===== src/rtl/frame_sequencer_pkg.sv =====
// Shared sensor configuration: array geometry, frame sequencer defaults
// and the sequencer state encoding.
package PixelSensorConfig;

  localparam int PIXEL_ARRAY_HEIGHT = 480;

  localparam int DEFAULT_ARM_CYCLES     = 2;
  localparam int DEFAULT_GAP_CYCLES     = 16;
  localparam int DEFAULT_TIMEOUT_CYCLES = 1024;

  typedef enum logic [2:0] {
    IDLE,
    ARM,
    RUN,
    GAP,
    FAULT
  } seq_state_t;

  // Phase timer width: wide enough to reach TIMEOUT_CYCLES-1 with a spare bit
  function automatic int timer_width(input int timeout_cycles);
    return $clog2(timeout_cycles) + 1;
  endfunction

endpackage


===== src/rtl/frame_sequencer_counter.sv =====
// Saturating up-counter with synchronous clear, used as a phase timer.
module Counter #(
  parameter int WIDTH = 8
) (
  input  logic             CLK,
  input  logic             RESET,
  input  logic             CLEAR,
  input  logic             ENABLE,
  output logic [WIDTH-1:0] COUNT
);

  // Count while enabled, hold at all-ones so the value never wraps
  always_ff @(posedge CLK) begin
    if (RESET || CLEAR) begin
      COUNT <= '0;
    end else if (ENABLE && (COUNT != '1)) begin
      COUNT <= COUNT + WIDTH'(1);
    end
  end

endmodule


===== src/rtl/frame_sequencer.sv =====
// Frame-level controller above the sensor state machine: arms the sensor,
// tags row strobes, counts frames and watches for overruns and hung frames.
module frame_sequencer
  import PixelSensorConfig::*;
#(
  parameter int ROWS           = PIXEL_ARRAY_HEIGHT,
  parameter int ARM_CYCLES     = DEFAULT_ARM_CYCLES,
  parameter int GAP_CYCLES     = DEFAULT_GAP_CYCLES,
  parameter int TIMEOUT_CYCLES = DEFAULT_TIMEOUT_CYCLES
) (
  input  logic                    CLK,
  input  logic                    RESET,
  input  logic                    START,
  input  logic                    ABORT,
  input  logic                    CONTINUOUS,
  input  logic [7:0]              FRAME_LIMIT,
  input  logic                    READ_READY,
  input  logic                    SENSOR_NEW_ROW,
  input  logic                    SENSOR_FRAME_FINISHED,
  output logic                    SENSOR_RESET,
  output logic                    BUSY,
  output logic                    ROW_VALID,
  output logic [$clog2(ROWS)-1:0] ROW_INDEX,
  output logic                    FRAME_DONE,
  output logic [7:0]              FRAME_NUMBER,
  output logic                    OVERRUN,
  output logic                    TIMEOUT
);

  localparam int TW = timer_width(TIMEOUT_CYCLES);
  localparam int IW = $clog2(ROWS);
  localparam int CW = $clog2(ROWS + 1);
  localparam logic [CW-1:0] ROWS_C = CW'(ROWS);

  seq_state_t    state;
  logic [TW-1:0] timer;
  logic [CW-1:0] row_count;
  logic          continuous_latched;
  logic [7:0]    limit_latched;

  logic       in_active;
  logic       start_hit;
  logic       abort_hit;
  logic       arm_done;
  logic       gap_done;
  logic       frame_end;
  logic       run_expired;
  logic       state_change;
  logic [7:0] next_frame;
  logic       capture_over;

  assign in_active    = (state == ARM) || (state == RUN) || (state == GAP);
  assign start_hit    = (state == IDLE) && START;
  assign abort_hit    = ABORT && (in_active || (state == FAULT));
  assign arm_done     = (state == ARM) && (timer == TW'(ARM_CYCLES - 1));
  assign gap_done     = (state == GAP) && (timer == TW'(GAP_CYCLES - 1));
  assign frame_end    = (state == RUN) && SENSOR_FRAME_FINISHED;
  assign run_expired  = (state == RUN) && (timer == TW'(TIMEOUT_CYCLES - 1));
  assign state_change = start_hit | abort_hit | arm_done | gap_done | frame_end | run_expired;
  assign next_frame   = FRAME_NUMBER + 8'd1;
  assign capture_over = !continuous_latched ||
                        ((limit_latched != 8'd0) && (next_frame == limit_latched));

  // Phase timer restarts from zero on the first cycle of every state
  Counter #(
    .WIDTH(TW)
  ) u_phase_timer (
    .CLK   (CLK),
    .RESET (RESET),
    .CLEAR (state_change),
    .ENABLE(in_active),
    .COUNT (timer)
  );

  // Sequencer FSM with registered outputs, row tagging and sticky flags
  always_ff @(posedge CLK) begin
    if (RESET) begin
      state              <= IDLE;
      SENSOR_RESET       <= 1'b1;
      BUSY               <= 1'b0;
      ROW_VALID          <= 1'b0;
      ROW_INDEX          <= '0;
      FRAME_DONE         <= 1'b0;
      FRAME_NUMBER       <= 8'd0;
      OVERRUN            <= 1'b0;
      TIMEOUT            <= 1'b0;
      row_count          <= '0;
      continuous_latched <= 1'b0;
      limit_latched      <= 8'd0;
    end else begin
      ROW_VALID  <= 1'b0;
      FRAME_DONE <= 1'b0;
      case (state)
        IDLE: begin
          SENSOR_RESET <= 1'b1;
          BUSY         <= 1'b0;
          if (START) begin
            continuous_latched <= CONTINUOUS;
            limit_latched      <= FRAME_LIMIT;
            FRAME_NUMBER       <= 8'd0;
            OVERRUN            <= 1'b0;
            TIMEOUT            <= 1'b0;
            row_count          <= '0;
            BUSY               <= 1'b1;
            state              <= ARM;
          end
        end
        ARM: begin
          row_count <= '0;
          if (ABORT) begin
            BUSY  <= 1'b0;
            state <= IDLE;
          end else if (arm_done) begin
            SENSOR_RESET <= 1'b0;
            state        <= RUN;
          end
        end
        RUN: begin
          if (ABORT) begin
            SENSOR_RESET <= 1'b1;
            BUSY         <= 1'b0;
            state        <= IDLE;
          end else begin
            if (SENSOR_NEW_ROW) begin
              if (READ_READY && (row_count < ROWS_C)) begin
                ROW_VALID <= 1'b1;
                ROW_INDEX <= row_count[IW-1:0];
              end else begin
                OVERRUN <= 1'b1;
              end
              if (row_count != ROWS_C) begin
                row_count <= row_count + CW'(1);
              end
            end
            if (SENSOR_FRAME_FINISHED) begin
              FRAME_DONE   <= 1'b1;
              FRAME_NUMBER <= next_frame;
              SENSOR_RESET <= 1'b1;
              if (capture_over) begin
                BUSY  <= 1'b0;
                state <= IDLE;
              end else begin
                state <= GAP;
              end
            end else if (run_expired) begin
              TIMEOUT      <= 1'b1;
              SENSOR_RESET <= 1'b1;
              BUSY         <= 1'b0;
              state        <= FAULT;
            end
          end
        end
        GAP: begin
          row_count <= '0;
          if (ABORT) begin
            BUSY  <= 1'b0;
            state <= IDLE;
          end else if (gap_done) begin
            SENSOR_RESET <= 1'b0;
            state        <= RUN;
          end
        end
        FAULT: begin
          SENSOR_RESET <= 1'b1;
          BUSY         <= 1'b0;
          if (ABORT) begin
            TIMEOUT <= 1'b0;
            state   <= IDLE;
          end
        end
        default: begin
          SENSOR_RESET <= 1'b1;
          BUSY         <= 1'b0;
          state        <= IDLE;
        end
      endcase
    end
  end

endmodule


===== config.mk =====
export PLATFORM = sky130hd
export DESIGN_NAME = frame_sequencer
export DESIGN_NICKNAME = d
export VERILOG_FILES = /design/src/rtl/frame_sequencer_pkg.sv /design/src/rtl/frame_sequencer_counter.sv /design/src/rtl/frame_sequencer.sv
export SDC_FILE = /design/constraint.sdc
export NUM_CORES = 1
export LEC_CHECK = 0
export ABC_AREA = 1
export BUFFER_PORTS_ARGS = -buffer_cell sky130_fd_sc_hd__buf_2
export CORE_ASPECT_RATIO = 0.7
export CORE_MARGIN = 4
export CORE_UTILIZATION = 58
export CTS_CLUSTER_DIAMETER = 100
export DETAILED_ROUTE_END_ITERATION = 12
export PLACE_DENSITY = 0.78
export REMOVE_ABC_BUFFERS = 1
export SLEW_MARGIN = 20
export SYNTH_ARGS = -nofsm -noshare
export SYNTH_HDL_FRONTEND = slang
export SYNTH_HIERARCHICAL = 1
export SYNTH_SLANG_ARGS = --single-unit

===== constraint.sdc =====
create_clock -name CLK -period 1.9 [get_ports CLK]
set_input_delay 0.095 -clock CLK [delete_from_list [all_inputs] [get_ports CLK]]
set_output_delay 0.095 -clock CLK [all_outputs]
set_load 0.01 [all_outputs]

==> run metrics <==
Yosys top cell area share 0.361; Nets 534; port bufs 38; largest net degree at the start of global routing 27; cell area after placement 3350 um2; worst-skew pair later-pin latency roughly 0.31 ns; Syn Area/Cell roughly 6.5 um2; Worst Skew 0.00639 ns; Final period util 0.941; Sw Pwr 0.786 mW; Yosys reg bits between 50 and 60; peak supply drop 0.000498 V; clock buffer depth 2; Comb pwr share 0.211; ANT cells 0; Post-DP HPWL 5830 um; Critical Path Source Type flop; fin. max-slew vios 0; final instance area 3520 um2; Sw Ratio 0.305; Ys Warns 6; fin util 0.713; max_cap viols 0; Area growth syn-to-layout 15.3%; Clk pin slew, worst setup/hold paths 0.10 ns; power per cell area 732 nW/um2; most frequent cell after synthesis nand2_1; Fmax 560 MHz; clock share of power 0.300; crit path time final 1.79 ns; vias in the first global route 2,690; Final ANT Viol Nets 0; Total Wirelength slightly below 8000 um; fill count 455; Routed wire per std cell roughly 13 um; Mapped Cells 468; routability congestion estimate ~0.94; Global Route Usage Sum 0.247; Post-Syn Area 3050 um2; Crit Path Max Fanout 6; initial DRC count 299; worst hold-check path type input port to flop; Setup Buffers After CTS 0; grt ovf 0; CTS H-tree depth 2; top post-synthesis cells by count nand2_1 (109), inv_1 (63), nor2_1 (57); IO Count 39; first-pass iteration count of the detailed router 6; Final Hold Viols 0; layout cells sized above 1 0.181; Die Wd about 95 um; routed vias/inst 5.41; Pleak 1.50 nW; CTS buffer count 5; critical path endpoint category flop; worst hold slack 0.0316 ns; first-pass GRT wire length roughly 13,000 um; Worst-Margin Slew 0.410 ns; status complete, no violations; Core ar. 4940 um2; fraction of registers with async set/reset 0; PnR worst setup slack between 0.1 and 0.15 ns; endpoints failing setup 0; initial antenna violation count 0; via count around 3,200; Yosys cell types 35; synth top area cells dfxtp_1 (36%), nand2_1 (13%), nand3_1 (8.7%); area leader, netlist dfxtp_1; Die ar. 6500 um2; CTS tree built; Die Ht just under 70 um; initial core utilization 0.618; Root Driver clkbuf_8; Internal Power ~1.8 mW; number of synthesized flops with an enable pin 0; ys flop type dfxtp_1; crit path DAT 2.03 ns; Req. time, crit path 2.15 ns; Residual DRC 0; Max transition margin 0.725; CTS Sinks 55; Core Rows 21; Place WS 0.0449 ns; sequential area share after synthesis 0.361; critical path type flop to flop; sequential power share 0.489
[sequential cells by signal, indices dropped and copies added, names as in the netlist]
| signal | cells |
|---|---|
| row_count | 9 |
| limit_latched | 8 |
| SENSOR_RESET | 1 |
| OVERRUN | 1 |
| ROW_VALID | 1 |
| FRAME_NUMBER | 8 |
| u_phase_timer/COUNT | 11 |
| FRAME_DONE | 1 |
| ROW_INDEX | 9 |
| BUSY | 1 |
| state | 3 |
| TIMEOUT | 1 |
| continuous_latched | 1 |
[routing by layer]
| layer | vias to the layer above | share of wire | GRT usage |
|---|---|---|---|
| met1 | 1413 | 0.47 | 0.353 |
| met5 | - | 0 | 0 |
| met3 | 14 | 0.093 | 0.0531 |
| li1 | 1601 | - | - |
| met4 | 0 | 0.014 | 0.0665 |
| met2 | 127 | 0.42 | 0.378 |
[power groups by stage]
| stage | sequential, mW | clock (mW) | combinational, mW |
|---|---|---|---|
| after global placement | 1.28 | 0 | 0.497 |
| after floorplan | 1.28 | 0 | 0.337 |
| after global routing | 1.27 | 0.827 | 0.608 |
| after CTS | 1.26 | 0.778 | 0.520 |
| after detailed placement | 1.28 | 0 | 0.513 |
| final | 1.26 | 0.774 | 0.543 |
[per-stage QoR]
| step | std cells | setup TNS (ns) | total power, mW |
|---|---|---|---|
| 6_report | 583 | 0 | 2.58 |
| 3_5_place_dp | 576 | 0 | 1.80 |
| 4_1_cts | 583 | 0 | 2.56 |
| 5_1_grt | 583 | -0.0127 | 2.70 |
| 2_1_floorplan | 456 | -0.0145 | 1.62 |
| 3_3_place_gp | 576 | 0 | 1.78 |
[cells by family after synthesis]
family                     after synthesis  synth area share
and+or+nand+nor                        255             0.377
buffers and inverters                   79             0.107
AOI/OAI and AO/OA                       71             0.128
DFF                                     55             0.361
xor gates and xnor gates                 4            0.0115
adders and majority gates                4            0.0164
[cell type report]
type	instances	area, um2	area share
sequential	55	1110	0.316
timing repair buffer	51	292	0.0828
clock buffer	6	72.6	0.0206
clock inverter	1	30.0	0.00853
multi-input combinational	334	1680	0.476
inverter	67	251	0.0715
tap	69	86.3	0.0245
[cells in the final DEF (no fill, tap or decap), drive strengths merged, types with 2 or more instances in the layout]
master / Yosys / final
a21oi: 43 / 43
a31oi: 2 / 2
buf: 6 / 51
clkbuf: 6 / 6
dfxtp: 55 / 55
ha: 4 / 4
inv: 67 / 67
nand2: 114 / 114
nand3: 54 / 54
nand4: 4 / 4
nor2: 64 / 64
nor3: 13 / 13
nor4: 2 / 2
o2111ai: 2 / 2
o21ai: 19 / 19
or3: 3 / 3
xor2: 3 / 3
[worst max-delay path, stage by stage (launching register included)]
cell	delay, ns
dfxtp_2	0.36
inv_2	0.06
nand2_2	0.11
nor2_1	0.07
nand2_2	0.10
o21ai_1	0.10
nor2_2	0.15
o31ai_4	0.12
buf_4	0.17
or3_1	0.35
a21oi_1	0.14
[path summary, 6_finish.rpt]
check        slack, ns           start  depth (start not counted)                to
min reg2reg       0.46    ROW_INDEX[4]                          2      ROW_INDEX[4]
max reg2reg       0.11        state[1]                         10      row_count[7]
max               0.11        state[1]                         10      row_count[7]
min               0.03  FRAME_LIMIT[1]                          3  limit_latched[1]
[timing repair]
action,4_1_cts,5_1_grt
gates resized for setup,0,21
endpoints found under the hold margin,0,0
endpoints found under the setup margin,0,20
hold buffers,0,0
Power figures use the tool's default switching activity.
